### src/rtl/egress_rr_unloader_pkg.sv
// Shared encodings for the egress round-robin unloader and the arbiters built on it.
package egress_rr_unloader_pkg;

   typedef enum logic [1:0] {
      IDLE = 2'd0,
      POP  = 2'd1,
      CAP  = 2'd2,
      SEND = 2'd3
   } state_t;

   localparam logic EG0 = 1'b0;
   localparam logic EG1 = 1'b1;

endpackage

### src/rtl/egress_rr_unloader_rr_arbiter2.sv
// Two-way round-robin pick: on a tie the requester that did not win last time is chosen.
module rr_arbiter2
   import egress_rr_unloader_pkg::*;
(
   input  logic req0,
   input  logic req1,
   input  logic last_grant,
   output logic gnt_valid,
   output logic gnt_sel
);

   // Grant decode from the two requests and the previous winner
   always_comb begin
      gnt_valid = req0 | req1;
      gnt_sel   = EG0;
      if (req0 && req1) begin
         gnt_sel = ~last_grant;
      end else if (req1) begin
         gnt_sel = EG1;
      end else begin
         gnt_sel = EG0;
      end
   end

endmodule

### src/rtl/egress_rr_unloader.sv
// Unloads the two egress FIFOs one word at a time in round-robin order onto a
// single valid/ready stream tagged with the source egress, counting delivered words.
module egress_rr_unloader
   import egress_rr_unloader_pkg::*;
#(
   parameter int DATA_WIDTH = 8,
   parameter int CNT_WIDTH  = 16
)
(
   input  logic                  clk,
   input  logic                  reset,
   input  logic                  enable,
   input  logic                  fifo_empty_e0,
   input  logic                  fifo_empty_e1,
   input  logic [DATA_WIDTH-1:0] data_e0,
   input  logic [DATA_WIDTH-1:0] data_e1,
   output logic                  pop_e0,
   output logic                  pop_e1,
   input  logic                  ready_out,
   output logic                  valid_out,
   output logic [DATA_WIDTH-1:0] data_out,
   output logic                  dest_out,
   output logic [CNT_WIDTH-1:0]  count_e0,
   output logic [CNT_WIDTH-1:0]  count_e1,
   output logic                  idle
);

   localparam logic [CNT_WIDTH-1:0] CNT_ONE = {{(CNT_WIDTH-1){1'b0}}, 1'b1};

   state_t state_r;
   logic   sel_r;
   logic   last_grant_r;
   logic   req0_s;
   logic   req1_s;
   logic   gnt_valid_s;
   logic   gnt_sel_s;

   // Empty flags only matter while IDLE; the FSM ignores the grant elsewhere
   always_comb begin
      req0_s = ~fifo_empty_e0;
      req1_s = ~fifo_empty_e1;
   end

   rr_arbiter2 u_arb (
      .req0       (req0_s),
      .req1       (req1_s),
      .last_grant (last_grant_r),
      .gnt_valid  (gnt_valid_s),
      .gnt_sel    (gnt_sel_s)
   );

   // Unload FSM; every output is registered alongside the state it belongs to
   always_ff @(posedge clk) begin
      if (reset) begin
         state_r      <= IDLE;
         sel_r        <= EG0;
         last_grant_r <= EG1;
         pop_e0       <= 1'b0;
         pop_e1       <= 1'b0;
         valid_out    <= 1'b0;
         data_out     <= {DATA_WIDTH{1'b0}};
         dest_out     <= EG0;
         count_e0     <= {CNT_WIDTH{1'b0}};
         count_e1     <= {CNT_WIDTH{1'b0}};
         idle         <= 1'b1;
      end else begin
         pop_e0 <= 1'b0;
         pop_e1 <= 1'b0;
         case (state_r)
            IDLE: begin
               if (enable && gnt_valid_s) begin
                  sel_r   <= gnt_sel_s;
                  pop_e0  <= (gnt_sel_s == EG0);
                  pop_e1  <= (gnt_sel_s == EG1);
                  idle    <= 1'b0;
                  state_r <= POP;
               end else begin
                  idle    <= 1'b1;
               end
            end
            POP: begin
               state_r <= CAP;
            end
            CAP: begin
               data_out  <= (sel_r == EG1) ? data_e1 : data_e0;
               dest_out  <= sel_r;
               valid_out <= 1'b1;
               state_r   <= SEND;
            end
            SEND: begin
               if (ready_out) begin
                  if (sel_r == EG1) begin
                     count_e1 <= count_e1 + CNT_ONE;
                  end else begin
                     count_e0 <= count_e0 + CNT_ONE;
                  end
                  last_grant_r <= sel_r;
                  valid_out    <= 1'b0;
                  idle         <= 1'b1;
                  state_r      <= IDLE;
               end else begin
                  valid_out    <= 1'b1;
               end
            end
            default: begin
               valid_out <= 1'b0;
               idle      <= 1'b1;
               state_r   <= IDLE;
            end
         endcase
      end
   end

endmodule

### config.mk
export PLATFORM = sky130hd
export DESIGN_NAME = egress_rr_unloader
export DESIGN_NICKNAME = d
export VERILOG_FILES = /design/src/rtl/egress_rr_unloader_pkg.sv /design/src/rtl/egress_rr_unloader_rr_arbiter2.sv /design/src/rtl/egress_rr_unloader.sv
export SDC_FILE = /design/constraint.sdc
export NUM_CORES = 1
export LEC_CHECK = 0
export ABC_AREA = 1
export BUFFER_PORTS_ARGS = -buffer_cell sky130_fd_sc_hd__buf_4
export CAP_MARGIN = 25
export CORE_MARGIN = 3
export CORE_UTILIZATION = 52
export DETAILED_ROUTE_END_ITERATION = 8
export PLACE_DENSITY = 0.8
export SLEW_MARGIN = 20
export SYNTH_ARGS = -nofsm -noshare
export SYNTH_HDL_FRONTEND = slang
export SYNTH_SLANG_ARGS = --single-unit
### constraint.sdc
create_clock -name clk -period 1.7 [get_ports clk]
set_input_delay 0.085 -clock clk [delete_from_list [all_inputs] [get_ports clk]]
set_output_delay 0.085 -clock clk [all_outputs]
set_load 0.03 [all_outputs]
**Yosys cells after proc, flatten, opt, wreduce, memory -nomap -nowiden**

Cells that the tools add are included.
W data, S select, Z words.

- Add/subtract/negate cells: 2
- Multipliers: 0
- Div/mod/pow operators: 0
- $lt $le $gt $ge: 0
- Equal/unequal tests: 5
- Shifts and indexed selects: 0
- Multiplexer cells: 11
- Bitwise gates (word level): 8
- Reduce and logical (&&, ||, !) cells: 12

Operators with widths:

| cell | number |
|---|---|
| $add A16 B1 Y16 const B | 2 |
| $mux W8 | 1 |
| $pmux W2 S4 | 1 |
| $reduce_and A2 Y1 | 4 |
| $not A1 Y1 | 7 |
| $reduce_and A3 Y1 | 2 |
| $mux W1 | 5 |
| $eq A2 B2 Y1 const B | 2 |
| $mux W2 | 2 |
| $ne A2 B2 Y1 const B | 2 |
| $pmux W1 S2 | 2 |
| $reduce_bool A2 Y1 | 2 |
| $reduce_or A3 Y1 | 1 |
| $eq A2 B1 Y1 const B | 1 |
| $logic_and A1 B1 Y1 | 2 |
| $logic_not A2 Y1 | 1 |
| $or A1 B1 Y1 | 1 |

- Register bits after elaboration: 49
- Bits in latches: 0
- Bits in writable memories: 0
- Bits in read-only memories: 0
- Output and inout port bits: 45
- Memories: 0

**Longest topological paths before layout**

- Depth after elaboration: 5
- Depth in mapped cells: 9
- Depth with buffers taken out: 9

**Cells and area by module**

A second synthesis with hierarchy kept.

- Cell total of the unflattened synthesis: 360
- Area, all modules: 2464.9 um^2

By module, submodules not included:

| module | instances | cells an instance | area an instance (um^2) |
|---|---|---|---|
| egress_rr_unloader | 1 | 357 | 2449.8 |
| rr_arbiter2 | 1 | 3 | 15.0 |

**Worst setup path before layout**

Ideal clock, no wire load.

- Kind: reg2reg
- Start point: register count_e1[1]
- End point: register count_e1[12]
- Library setup time: 0.110 ns
- Arrival time: 1.412 ns
- Data required time: 1.590 ns
- Slack: 0.178 ns
- Cell stages (with the launch flop): 9
- Buffers on the path: 0
- Clock period less this slack: 1.522 ns
- Cells stage by stage: dfxtp_1 -> ha_1 -> nand3_1 -> nor2_1 -> nand2_1 -> nor2_1 -> nand3_1 -> nand2_1 -> nor2_1

- Longest elaborated chain between the ends: 1

Ends and longest elaborated chain:

| element | RTL line | source |
|---|---|---|
| from (decl) | egress_rr_unloader.sv:24 | `output logic [CNT_WIDTH-1:0] count_e1,` |
| from (signal assigned) | egress_rr_unloader.sv:64 | `count_e1 <= {CNT_WIDTH{1'b0}};` |
| from (signal assigned) | egress_rr_unloader.sv:93 | `count_e1 <= count_e1 + CNT_ONE;` |
| $add A16 B1 Y16 | egress_rr_unloader.sv:93 |  |

Every way passes these cells.
A chain may end at the register's enable or synchronous reset.

**Worst setup path in the final report**

- Start point: register state_r[1]
- End point: register count_e1[12]

- Longest elaborated chain between the ends: 2

Ends and longest elaborated chain:

| element | RTL line | source |
|---|---|---|
| from (decl) | egress_rr_unloader.sv:30 | `state_t state_r;` |
| from (signal assigned) | egress_rr_unloader.sv:55 | `state_r <= IDLE;` |
| from (signal assigned) | egress_rr_unloader.sv:76 | `state_r <= POP;` |
| from (signal assigned) | egress_rr_unloader.sv:82 | `state_r <= CAP;` |
| $eq A2 B2 Y1 | egress_rr_unloader.sv:69 | `case (state_r)` |
| $reduce_and A3 Y1 (no line) | - |  |

Every way passes these cells.

==> impl_metrics.ini <==
[status]
status = finished clean

[route]
drt_iter0_markers = 109
drtAntennaViolNets = 0
wl_per_cell_um = 11.5
routed_wl_um = 5370
vias = 2404
drt-pass1-iter-count = 4
route.detailed.drc = 0
viasPerCell = 5.16

[cells_and_area]
post-route-util_pct = 72.2
area_growth_pct = 27.8
fin_nets = 442
fin_area_mm2 = 0.00304
drive_gt1_share_pct = 21.6
layout.cells.non_filler = 466
n_antenna_cell = 0

[timing]
max_freq_mhz = 681
rsz0062_at_grt = no
layout_setup_ws_ns = 0.231
setup_viol = 0
drv_slew = 0
tightest_slew_ns = 0.639
finalCriticalPeriod_ns = 1.47
finalHoldViolCount = 0
finalCritPeriodShare_pct = 86.4
fin_skew_ns = 0.00902
fin_hold_ws_ns = 0.0114
fin_tns_setup_ns = 0
maxSlewHeadroom_pct = 57.4

[placed_design]
dp.cells = 458
portBuffers = 66
post-place-ws_ns = 0.0679
hpwl_um = 4030
gp_congestion = 0.894
placed_area_mm2 = 0.00292

[worst_setup_path]
critPathLaunchType = flop
endpoint_kind = flop
startpoint = state_r[1]
path_max_fanout = 7
reg2reg_from = state_r[1]
arrival_ns = 1.72
worst_ep_required_time_ns = 1.95
path_class = flop to flop

[hold_path]
worstHoldPathType = input pin to flop
hp-start = reset

[floorplan]
dieArea_mm2 = 0.00541
start_util_pct = 56.5
core-area_mm2 = 0.00420
boundaryPins = 67
num_rows = 23
die_w_um = 73.6
die_h_um = 73.6

[global_route]
grt_pass1_wl_um = 9320
track_usage_pct = 21.5
antenna_found_initial = 0
grt_pass1_vias = 2273
grt_max_degree = 21
grt-ovfl-total = 0

[synth]
yosys.area.top_type = dfxtp_1
synth_seq_area_share_pct = 41.3
yosysTopAreaCellShare_pct = 41.3
ys_types = 27
synth.area.top_cells = dfxtp_1 41%, nand2_1 13%, nor2_1 9.0%, inv_1 7.9%, nand3_1 5.3%
syn_area_mm2 = 0.00237
ys_warn_count = 0
netlist_instances = 348
ys_ff_latch = 49
synth.avg_cell_area_um2 = 6.82
syn_nets = 375

[clocking]
numCtsBuffers = 5
path_clk_slew_ns = 0.09
h-tree-depth = 2
clkLatencyLatePin_ns = 0.31
cts_root_buf = clkbuf_8
clock-sinks = 49
tritoncts = yes
clockBufferDepth = 2

[flow_run]
maxCapViolCount = 0

[power_and_ir_drop]
p_per_area_mw_per_mm2 = 982
fin_total_pwr_mw = 2.98
vdd_drop_max_uv = 790
p_leak_nw = 1.43
-- worst max-delay path, stage by stage (launching register included) --
cell and delay (ns):
dfxtp_1 0.41, ha_4 0.21, nand2_4 0.09, nor2_4 0.17
nand2_1 0.09, nor2_2 0.15, nand3_1 0.10, nand2_1 0.07
inv_1 0.04, nor2_1 0.09
-- kinds of logic (layout without fill, tap and decap cells) --
kind of cell	Yosys count	in the layout	synth area share, %
adder cells (fa/ha/maj)	5	5	2.63
flip-flops	49	49	41.3
XOR/XNOR	3	3	1.11
AND/OR/NAND/NOR	189	189	34.5
buffers and inverters	60	128	9.85
AO/OA/AOI/OAI	42	42	10.6
-- worst paths after layout --
kind                  end  slack, ns  cells past startpoint
max reg2reg  count_e1[12]       0.23                      9
min reg2reg   data_out[2]       0.49                      2
max          count_e1[12]       0.23                      9
min          count_e1[10]       0.01                      2
-- layout make-up --
type,count,area (um^2)
multi-input combinational,239,1180
fill,384,1170
sequential,49,981
timing repair buffer,70,526
inverter,50,188
clock buffer,7,96.3
tap,50,62.6
clock inverter,1,5.00
-- repair_timing --
action,CTS,global route
endpoints found under the setup margin,0,21
resized for setup,0,4
buffers inserted,0,0
hold buffers,0,0
-- state kept, by name, indices dropped and copies added, names as in the netlist --
signal	flops
valid_out	1
pop_e0	1
count_e0	16
idle	1
data_out	8
dest_out	1
sel_r	1
last_grant_r	1
count_e1	16
state_r	2
pop_e1	1
-- synth_stat cells --
cell type   n
o2111ai_1   1
o21bai_1    2
a41oi_1     1
o31ai_1     1
nor2_2      3
buf_4       2
o211ai_1    8
nand2_4     1
nand4_1    11
nand2_2     1
nor3_1      1
nand3_2     1
o21ai_0    14
dfxtp_1    49
o311a_1     1
a21oi_1    13
ha_1        5
xor2_1      3
nor3b_1     1
nand2_1    85
inv_1      50
nor2_4      3
clkbuf_1    7
buf_2       1
o22ai_1     1
nand3_1    25
nor2_1     57
-- routing by layer --
layer	wire length (um)	vias up	track usage [%]
li1	-	1240	-
met1	2450	1091	26.1
met2	2500	65	36.9
met3	336	8	4.92
met4	84	0	8.05
met5	0	-	0
-- power breakdown --
group / leakage, nW / switching, mW / total, mW / internal (mW)
combinational: 0.978 / 0.528 / 0.852 / 0.324
clock: 0.0542 / 0.391 / 0.759 / 0.368
sequential: 0.397 / 0.0898 / 1.37 / 1.28
total: 1.43 / 1.01 / 2.98 / 1.97
-- cell usage in the layout (no fill, tap or decap), drive strengths merged, types with 2 or more instances in the layout --
cell type  netlist  final
nand4           11     11
o211ai           8      8
clkbuf           7      7
nand2           87     87
nor2            63     63
dfxtp           49     49
xor2             3      3
ha               5      5
buf              3     70
inv             50     50
nand3           26     26
o21bai           2      2
a21oi           13     13
o21ai           14     14
Power figures use the tool's default switching activity.
